===== src/rtl/ser_pkg.sv =====
// Shared types and constants for the mod-4 ones-detector serial transmitter.
package ser_pkg;

    typedef enum logic {
        IDLE  = 1'b0,
        SHIFT = 1'b1
    } state_t;

    localparam int         PH_W    = 2;
    localparam logic [1:0] PH_FIRE = 2'd3;

endpackage : ser_pkg


===== src/rtl/ser_tx4.sv =====
// Purpose: shifts a WIDTH-bit word out MSB-first on `a`, tracking ones mod 4 to predict the detector's b.
// Latency: word accepted at negedge N drives bit k from negedge N+k to N+k+1; a word takes WIDTH periods.
// Backpressure: rdy is low while shifting except during the final bit; a load while rdy=0 is ignored.
module ser_tx4
    import ser_pkg::*;
#(
    parameter int WIDTH = 8
) (
    input  logic             ck,
    input  logic             rst_n,
    input  logic [WIDTH-1:0] din,
    input  logic             load,
    output logic             rdy,
    output logic             busy,
    output logic             a,
    output logic [PH_W-1:0]  ph,
    output logic             exp_b
);

    localparam int CW = $clog2(WIDTH + 1);

    state_t           state;
    logic [WIDTH-1:0] sr;
    logic [CW-1:0]    cnt;
    logic             last_bit;

    assign last_bit = (state == SHIFT) && (cnt == CW'(1));
    assign rdy      = (state == IDLE) || last_bit;
    assign busy     = (state == SHIFT);
    assign a        = (state == SHIFT) && sr[WIDTH-1];
    assign exp_b    = a && (ph == PH_FIRE);

    // All state moves on the falling edge so it lines up with the detector's flops.
    always_ff @(negedge ck or negedge rst_n) begin
        if (!rst_n) begin
            state <= IDLE;
            sr    <= '0;
            cnt   <= '0;
            ph    <= '0;
        end else begin
            // ph counts the bit currently on the line, so it never resets between words.
            if (a) begin
                ph <= ph + PH_W'(1);
            end
            case (state)
                IDLE: begin
                    if (load) begin
                        sr    <= din;
                        cnt   <= CW'(WIDTH);
                        state <= SHIFT;
                    end
                end
                SHIFT: begin
                    if (last_bit) begin
                        if (load) begin
                            sr  <= din;
                            cnt <= CW'(WIDTH);
                        end else begin
                            sr    <= '0;
                            cnt   <= '0;
                            state <= IDLE;
                        end
                    end else begin
                        sr  <= sr << 1;
                        cnt <= cnt - CW'(1);
                    end
                end
                default: begin
                    state <= IDLE;
                end
            endcase
        end
    end

endmodule : ser_tx4


===== config.mk =====
export PLATFORM = sky130hd
export DESIGN_NAME = ser_tx4
export DESIGN_NICKNAME = d
export VERILOG_FILES = /design/src/rtl/ser_pkg.sv /design/src/rtl/ser_tx4.sv
export SDC_FILE = /design/constraint.sdc
export NUM_CORES = 1
export LEC_CHECK = 0
export ABC_AREA = 1
export CAP_MARGIN = 40
export CORE_ASPECT_RATIO = 1.5
export CORE_MARGIN = 1
export CORE_UTILIZATION = 44
export CTS_CLUSTER_DIAMETER = 40
export CTS_CLUSTER_SIZE = 20
export DETAILED_ROUTE_END_ITERATION = 8
export PLACE_DENSITY = 0.69
export SKIP_LAST_GASP = 1
export SLEW_MARGIN = 20
export SYNTH_ARGS = -nofsm -noshare
export SYNTH_HDL_FRONTEND = slang
export SYNTH_SLANG_ARGS = --single-unit

===== constraint.sdc =====
create_clock -name ck -period 4.24 [get_ports ck]
set_clock_uncertainty 0.15 [all_clocks]
set_input_delay 0.848 -clock ck [delete_from_list [all_inputs] [get_ports ck]]
set_output_delay 0.848 -clock ck [all_outputs]
set_load 0.02 [all_outputs]

==> impl_metrics.env, run 1 <==
export IMPL_synth_area_leaders="dfrtn_1 (43%), nor2_1 (9.5%), nand2_1 (7.8%)"
export IMPL_grt_usage_pct=21.1
export IMPL_antenna_found_initial=0
export IMPL_initial_core_util_pct=46.8
export IMPL_grt_pass1_wl_um=3130
export IMPL_crit_arrival_ps=3260
export IMPL_crit_start="ph[1]"
export IMPL_synth_edf_count=0
export IMPL_syn_area_um2=868
export IMPL_dr_pass1_iters=4
export IMPL_routed_wl_um=1840
export IMPL_fin_ws_ps=-21.7
export IMPL_fin_setup_tns_ps=-38.0
export IMPL_cts_buffer_depth=2
export IMPL_post_drt_wl_per_cell_um=11.2
export IMPL_finalPower_w=0.000837
export IMPL_ys_seq_area_share_pct=43.2
export IMPL_grt_overflow=0
export IMPL_synth_cell_types=18
export IMPL_rr_worst_depth=6
export IMPL_io_pins=17
export IMPL_ys_flop_type="dfrtn_1"
export IMPL_cpPeakStageDelay_ps=440
export IMPL_cp_start_kind="register"
export IMPL_cp_end_kind="output pin"
export IMPL_relSlewSlack_pct=86.5
export IMPL_grt_pass1_vias=754
export IMPL_grt_max_degree=18
export IMPL_holdBufCountCts=0
export IMPL_cts_clk_slew_worst_paths_ps=70
export IMPL_cp_data_required_time_ps=3240
export IMPL_worstPathMaxFanout=2
export IMPL_antenna_left=0
export IMPL_synth_top_cell_area_share_pct=43.2
export IMPL_r2r_setup_slack_ps=2740
export IMPL_drt_initial_drc_count=9
export IMPL_dieArea_mm2=0.00216
export IMPL_drc=0
export IMPL_clkSinkCount=15
export IMPL_setup_viol=2
export IMPL_rsz0062_at_grt="yes"
export IMPL_rr_startpoint="busy"
export IMPL_clk_latency_ps=280
export IMPL_gp_congestion=0.773
export IMPL_multiInputGateArea_um2=422
export IMPL_io_buffers=16
export IMPL_die_w_um=38.3
export IMPL_die_h_um=56.4
export IMPL_coreArea_mm2=0.00185
export IMPL_n_antenna_cell=0
export IMPL_nets=158
export IMPL_slew_violations=0
export IMPL_async_reset_ff_share_pct=100
export IMPL_violations="setup timing"
export IMPL_synthesis_nets=119
export IMPL_vdd_drop_max_mv=0.319
export IMPL_clock_root_buffer="clkbuf_4"
export IMPL_slowest_stage="dfrtn_1"
export IMPL_yosysTopAreaCell="dfrtn_1"
export IMPL_ys_seq_elements=15
export IMPL_r2r_end="cnt[1]"
export IMPL_outcome="finished with violations"
export IMPL_synth_warnings=0
export IMPL_min_path_cells=2
export IMPL_final_util_pct=65.2
export IMPL_cts_inserted_buffers=3
export IMPL_avgSynthCellArea_um2=8.27
export IMPL_drive_gt1_share_pct=32.2
export IMPL_power_leakage_nw=0.666
export IMPL_cts_tree="yes"
export IMPL_h_tree_depth=1
export IMPL_min_from="sr[7]"
export IMPL_ff_latch_area_um2=375
export IMPL_worstPathCellList="ha_2, inv_2, nor2_2, buf_6"
export IMPL_hold_viol=0
export IMPL_drv_cap=0
export IMPL_critPathKind="reg -> out"
export IMPL_num_rows=19
export IMPL_via_per_inst=4.66
export IMPL_n_fill_cell=164
export IMPL_syn_inst=105
export IMPL_vias=764
export IMPL_hpwlAfterDp_um=1410
export IMPL_syn_to_final_growth_pct=39.3
export IMPL_synth_most_common_cell="nor2_1"
export IMPL_worst_slew_pin_slew_ps=202
export IMPL_ys_top_cells_by_count="nor2_1 (22), nand2_1 (18), dfrtn_1 (15)"
export IMPL_crit_end="exp_b"
export IMPL_power_density_mw_per_mm2=692
export IMPL_hp_class="reg -> reg"
-- cells in the final DEF, fill, tap and decap left out, drive strengths merged --
master	n
clkinv	1
nor2	24
o22ai	2
clkbuf	4
buf	26
xnor2	2
nand4	1
nand3	10
dfrtn	15
a21oi	7
nand2	21
clkdlybuf4s50	10
o21ai	2
inv	15
ha	3
-- per-stage QoR --
step	instance area (um^2)	hold slack (ps)	std cells	setup slack [ps]
after global routing	1210	326	164	-79.4
after floorplan	868	260	105	35.5
after global placement	1170	278	159	-183
final	1210	307	164	-21.7
after CTS	1210	313	164	-53.0
after detailed placement	1170	312	159	-205
-- worst min path at each step --
stage                        to  slack (ps)
after floorplan           sr[0]         260
after global placement    sr[0]         280
after global routing      sr[2]         330
after detailed placement  sr[7]         310
final                     sr[7]         310
after CTS                 sr[7]         310
-- timing repair --
action,CTS,global route
endpoints found under the setup margin,6,5
gates resized for setup,24,9
pin swaps,0,2
buffers inserted,1,0
hold endpoints to repair,0,0
-- state kept, by name (all words and copies together) (netlist names) --
name	count
ph	2
busy	1
sr	8
cnt	4
-- cells by family after synthesis --
logic type               count (synthesis)  share of synthesized area [%]
buffers and inverters                   18                           10.2
AND/OR/NAND/NOR                         56                           31.7
AO/OA/AOI/OAI                           11                           8.50
flip-flops                              15                           43.2
adder cells (fa/ha/maj)                  3                           4.32
XOR/XNOR                                 2                           2.02
-- cell type report --
class                           instances  share of cell area (%)
Clock buffer                            3                    1.86
Clock inverter                          1                   0.414
Multi-Input combinational cell         72                    34.9
Inverter                               15                    4.86
Sequential cell                        15                    31.0
Timing Repair Buffer                   37                    24.8
Tap cell                               21                    2.17
-- power breakdown --
part           switching, W  total (W)  internal (W)
Clock             0.0000493  0.0000842     0.0000350
Combinational      0.000260   0.000501      0.000241
Sequential        0.0000399   0.000252      0.000212
-- critical path, delay by kind of cell (launching register included) --
family / cells / cell delay [ps]
fa+ha+maj: 1 / 180
simple gates: 1 / 90
buf+inv: 2 / 150
flops: 1 / 440
-- routing by layer --
layer,part of all wire (%),wire [um],GRT usage [%],up-vias
met5,0,0,0,-
met4,2.2,41,8.16,0
met3,2.9,53,4.35,4
met2,53,981,36.8,15
met1,41,764,23.5,343
li1,-,-,-,402
(Power assumes the default switching activity.)
==> run 2: changes to the inputs <==
--- a/config.mk
+++ b/config.mk
@@ -13,6 +13,7 @@
 export CTS_CLUSTER_DIAMETER = 40
 export CTS_CLUSTER_SIZE = 20
 export DETAILED_ROUTE_END_ITERATION = 8
+export HOLD_SLACK_MARGIN = 0.06
 export PLACE_DENSITY = 0.69
 export SKIP_LAST_GASP = 1
 export SLEW_MARGIN = 20
==> results of run 2 <==
Final layout, timing and power as in run 1 (identical DEF).
